### config.mk
export PLATFORM = sky130hd
export DESIGN_NAME = packet_sink
export DESIGN_NICKNAME = d
export VERILOG_FILES = /design/src/rtl/packet_sink.sv
export SDC_FILE = /design/constraint.sdc
export NUM_CORES = 1
export LEC_CHECK = 0
export BUFFER_PORTS_ARGS = -buffer_cell sky130_fd_sc_hd__buf_4
export CORE_MARGIN = 4
export CORE_UTILIZATION = 57
export DETAILED_ROUTE_END_ITERATION = 10
export PLACE_DENSITY = 0.79
export SKIP_CTS_REPAIR_TIMING = 1
export SYNTH_ARGS = -nofsm -noshare
export SYNTH_HDL_FRONTEND = slang
export SYNTH_SLANG_ARGS = --single-unit
### constraint.sdc
create_clock -name clk -period 3 [get_ports clk]
set_input_delay 0.45 -clock clk [delete_from_list [all_inputs] [get_ports clk]]
set_output_delay 0.45 -clock clk [all_outputs]
set_load 0.005 [all_outputs]
### src/rtl/packet_sink.sv
// Two-phase req/ack flit sink that assembles head-marked flits into packets,
// counting completed packets and framing errors, with an optional ack delay.
module packet_sink #(
  parameter int unsigned ID        = 0,
  parameter int unsigned FLITS     = 8,
  parameter int unsigned SIZE      = 8,
  parameter int unsigned PACKETS   = 2,
  parameter int unsigned ACK_DELAY = 0
) (
  input  logic                  clk,
  input  logic                  reset,
  input  logic                  req,
  input  logic [SIZE-1:0]       data,
  output logic                  ack,
  output logic                  pkt_valid,
  output logic [FLITS*SIZE-1:0] pkt_data,
  output logic [7:0]            pkt_count,
  output logic [7:0]            err_count,
  output logic                  done
);

  localparam logic [7:0] LastIdx    = 8'(FLITS - 1);
  localparam logic [7:0] PacketsCnt = 8'(PACKETS);
  localparam logic [3:0] AckDelay   = 4'(ACK_DELAY);

  typedef enum logic [0:0] {StIdle, StWait} state_e;

  state_e                state;
  logic                  req_seen;
  logic [3:0]            delay_cnt;
  logic [7:0]            idx;
  logic [FLITS*SIZE-1:0] asm_q;

  logic                  pending;
  logic                  head;
  logic                  store;
  logic                  framing_err;
  logic                  complete;
  logic [7:0]            pos;
  logic [7:0]            pkt_count_inc;
  logic [FLITS*SIZE-1:0] pkt_next;

  function automatic logic [7:0] sat_inc(input logic [7:0] v);
    return (v == 8'hff) ? v : v + 8'd1;
  endfunction

  always_comb begin
    pending       = req ^ req_seen;
    head          = data[SIZE-1];
    store         = head || (idx != 8'd0);
    framing_err   = head ? (idx != 8'd0) : (idx == 8'd0);
    pos           = head ? 8'd0 : idx;
    complete      = store && (pos == LastIdx);
    pkt_count_inc = sat_inc(pkt_count);
    // A head flit always starts a fresh packet, dropping any partial one.
    pkt_next      = head ? '0 : asm_q;
    for (int k = 0; k < int'(FLITS); k++) begin
      if (k == int'(pos)) pkt_next[k*SIZE +: SIZE] = data;
    end
  end

  always_ff @(posedge clk) begin
    if (reset) begin
      state     <= StIdle;
      req_seen  <= 1'b0;
      delay_cnt <= 4'd0;
      idx       <= 8'd0;
      asm_q     <= '0;
      ack       <= 1'b0;
      pkt_valid <= 1'b0;
      pkt_data  <= '0;
      pkt_count <= 8'd0;
      err_count <= 8'd0;
      done      <= 1'b0;
    end else begin
      pkt_valid <= 1'b0;
      case (state)
        StIdle: begin
          if (pending) begin
            req_seen <= req;
            if (ACK_DELAY == 0) begin
              ack <= ~ack;
            end else begin
              delay_cnt <= AckDelay;
              state     <= StWait;
            end
            if (framing_err) err_count <= sat_inc(err_count);
            if (store) begin
              if (complete) begin
                pkt_data  <= pkt_next;
                pkt_valid <= 1'b1;
                pkt_count <= pkt_count_inc;
                idx       <= 8'd0;
                if (pkt_count_inc == PacketsCnt) done <= 1'b1;
              end else begin
                asm_q <= pkt_next;
                idx   <= pos + 8'd1;
              end
            end
          end
        end
        StWait: begin
          // New req toggles stay pending here and are taken once back in idle.
          delay_cnt <= delay_cnt - 4'd1;
          if (delay_cnt == 4'd1) begin
            ack   <= ~ack;
            state <= StIdle;
          end
        end
        default: state <= StIdle;
      endcase
    end
  end

`ifndef SYNTHESIS
  always_ff @(posedge clk) begin
    if (!reset && state == StIdle && pending) begin
      if (framing_err) $display("Packet Sink %0d: framing error", ID);
      if (complete) $display("Packet Sink %0d: received packet 0x%h", ID, pkt_next);
    end
  end
`endif

endmodule

==> flow_metrics.py <==
metrics = {
    "worst_setup_path": {
        "r2r_cells": 10,
        "r2r-start": "idx[5]",
        "rrSetupSlack_ns": 0.47,
        "reg2reg_to": "pkt_count[4]",
        "crit_path_start": "idx[5]",
        "cp_slowest_stage_delay_ns": 0.50,
        "critPathKind": "reg2reg",
        "worstPathArrival_ns": 2.86,
        "cpLargestDelayFamily": "simple AND/OR/NAND/NOR gates",
        "critical_path.slowest_cell": "dfxtp_1",
        "setup.worst_path.start_class": "register",
        "required_ns": 3.33,
        "critPathMaxFanout": 37,
        "critPathMostFrequentCell": "buf_4",
        "critPathBufInv": 2,
        "endpoint_kind": "register",
        "crit_chain": "nor2_1, buf_4, nand3_1, nor3_1, ha_1, or2_1, nor2_4, buf_4, a41oi_1, a311oi_1",
    },
    "final_layout": {
        "drive_above_1_share": 0.202,
        "area_delta_synth_final_pct": 21.1,
        "n_antenna_cell": 0,
        "layout.nets": 809,
        "fin_util": 0.705,
    },
    "die": {
        "die_h_um": 116,
        "start_util": 0.582,
        "dieWidth_um": 116,
        "io_pins": 94,
        "die_area_um2": 13400,
        "core_um2": 11400,
        "rows": 39,
    },
    "global_route": {
        "grt.overflow.total": 0,
        "grt_use_total": 0.265,
        "antenna_found_initial": 0,
        "grt_pass1_vias": 5617,
        "grt_max_degree": 57,
        "grt_pass1_wl_um": 28100,
    },
    "route": {
        "wire_per_inst_um": 18.4,
        "dr.pass1.iters": 5,
        "route.vias.total": 5906,
        "ant_nets": 0,
        "viasPerCell": 6.26,
        "drc_errors": 0,
        "wl_um": 17400,
        "drt-initial-drc-count": 460,
    },
    "min_path": {
        "hold_end": "req_seen",
        "hold_path.class": "in2reg",
        "holdPathStages": 3,
        "worstHoldStart": "req",
    },
    "logic_synthesis": {
        "synth_seq_area_share": 0.463,
        "synth_seq_cells": 153,
        "ys_warn_count": 0,
        "synthesis.nets": 737,
        "synth.avg_cell_area_um2": 9.22,
        "synth_ff_type": "dfxtp_1",
        "synth_area_um2": 6610,
        "async_reset_ff_frac": 0,
        "netlist_instances": 717,
        "synth_cell_types": 53,
        "synth_edf_count": 0,
    },
    "power": {
        "power_per_cell_area_nw_per_um2": 566,
        "peakVddDrop_uv": 372,
        "p_total_mw": 4.54,
        "leakagePower_nw": 3.02,
    },
    "timing": {
        "finalMaxSlewViolations": 0,
        "setup_tns_ns": 0,
        "min_period_ns": 2.53,
        "setup_viol": 0,
        "period_share": 0.844,
        "fin_skew_ns": 0.00878,
        "rsz0062_at_grt": "no",
        "hold_viol": 0,
        "tightest_slew_ns": 0.582,
        "slew_headroom": 0.611,
        "fmax_mhz": 395,
    },
    "placement": {
        "hpwl_um": 11700,
        "port_buffers": 93,
        "place_congestion": 0.939,
    },
    "clock_tree": {
        "cts_buffers": 17,
        "cts_num_sinks": 153,
        "cts_tree": "built",
        "cts_buffer_depth": 2,
        "clockRootBuffer": "clkbuf_16",
        "htree_levels": 4,
        "path_clk_slew_ns": 0.06,
        "clock_latency_ns": 0.42,
    },
    "outcome": {
        "status": "completed",
    },
    "job": {
        "maxCapViolations": 0,
    },
}
synthesized netlist by cell type (2+ instances only):
master     number  area, um2
dfxtp_1       153       3060
a21oi_1        85        425
nand3_1        57        285
o21ai_0        53        265
clkbuf_1       38        143
o2bb2ai_1      35        307
nor2b_1        33        206
mux2i_1        27        270
a211oi_1       25        188
buf_2          22        110
nand2_1        16       60.1
a22o_1         14        123
nor2_1         14       52.6
nand4_1        11       68.8
inv_1          10       37.5
ha_1            9        113
nand2b_1        9       56.3
nor3_1          9       45.0
a31oi_1         8       50.1
o31ai_1         8       60.1
a41oi_1         7       61.3
and2_1          6       37.5
and3_1          5       31.3
nor4_1          5       31.3
o21ba_2         5       50.1
nand4b_1        4       35.0
or3_1           4       25.0
or4_1           4       30.0
xor2_1          4       35.0
a311oi_1        3       26.3
nand3b_1        3       22.5
nor3b_1         3       22.5
xnor2_1         3       26.3
a31o_2          2       17.5
and4b_1         2       20.0
buf_4           2       15.0
nand4_2         2       25.0
o311a_1         2       20.0
placed cells by master, fill, tap and decap left out, drive strengths merged, types with 11 or more instances in the layout:
cell,netlist,layout
dfxtp,153,153
buf,25,116
a21oi,85,85
nand3,57,57
o21ai,53,53
o2bb2ai,35,35
nor2b,33,33
mux2i,27,27
a211oi,25,25
clkbuf,38,21
nand2,17,17
nor2,15,15
a22o,14,14
nand4,13,13
inv,10,11
flip-flops by register name, summed over array words and instances, names as in the netlist:
signal     flops
pkt_data      64
asm_q         56
err_count      8
idx            8
pkt_count      8
delay_cnt      4
ack            1
done           1
pkt_valid      1
req_seen       1
state          1
per-layer routing:
metal  GRT usage  routed length [um]
met2       0.414                8120
met3      0.0574                1160
met5           0                   0
met4       0.108                 386
met1       0.359                7740
worst max path at each step:
stage                               to  slack (ns)  cells past startpoint
final                     pkt_count[4]        0.47                     10
after floorplan           err_count[6]        0.67                     10
after global placement    pkt_data[29]        0.44                     10
after CTS                 pkt_count[4]        0.50                     10
after detailed placement  pkt_data[50]        0.33                     10
after global routing      pkt_count[2]        0.31                     10
layout make-up:
class	instances	area, um2
fillers	858	3360
multi-input cells	490	3240
flip-flops and latches	153	3060
repair buffers	116	896
clock buffers	21	450
well taps	143	179
clock inverters	10	145
inverters	11	41.3
power breakdown:
part / total [mW] / leakage [nW] / switching (mW) / internal [mW]
sequential: 2.07 / 1.23 / 0.0172 / 2.05
clock: 2.16 / 0.284 / 0.826 / 1.33
combinational: 0.310 / 1.50 / 0.216 / 0.0939
total: 4.54 / 3.02 / 1.06 / 3.48
cells by family after synthesis:
group | after synthesis | share of synthesized area
fa+ha+maj | 9 | 0.0170
xor+xnor | 7 | 0.00927
compound gates | 251 | 0.248
flops | 153 | 0.463
mux | 28 | 0.0426
buf+inv | 74 | 0.0484
simple gates | 195 | 0.172
worst reg2reg max path, cell delays in order (launching register included):
cell,delay [ns]
dfxtp_1,0.50
nor2_1,0.11
buf_4,0.17
nand3_1,0.07
nor3_1,0.06
ha_1,0.19
or2_1,0.29
nor2_4,0.21
buf_4,0.40
a41oi_1,0.19
a311oi_1,0.27
stage by stage:
stage	instances	area (um2)	hold slack (ns)	setup WS [ns]
CTS	944	8010	0.309	0.495
detailed placement	913	7420	0.438	0.330
global route	944	8010	0.346	0.311
floorplan	717	6610	0.421	0.675
global placement	913	7420	0.434	0.442
finish	944	8010	0.318	0.469
No activity file was read; power rests on OpenSTA's default activity.
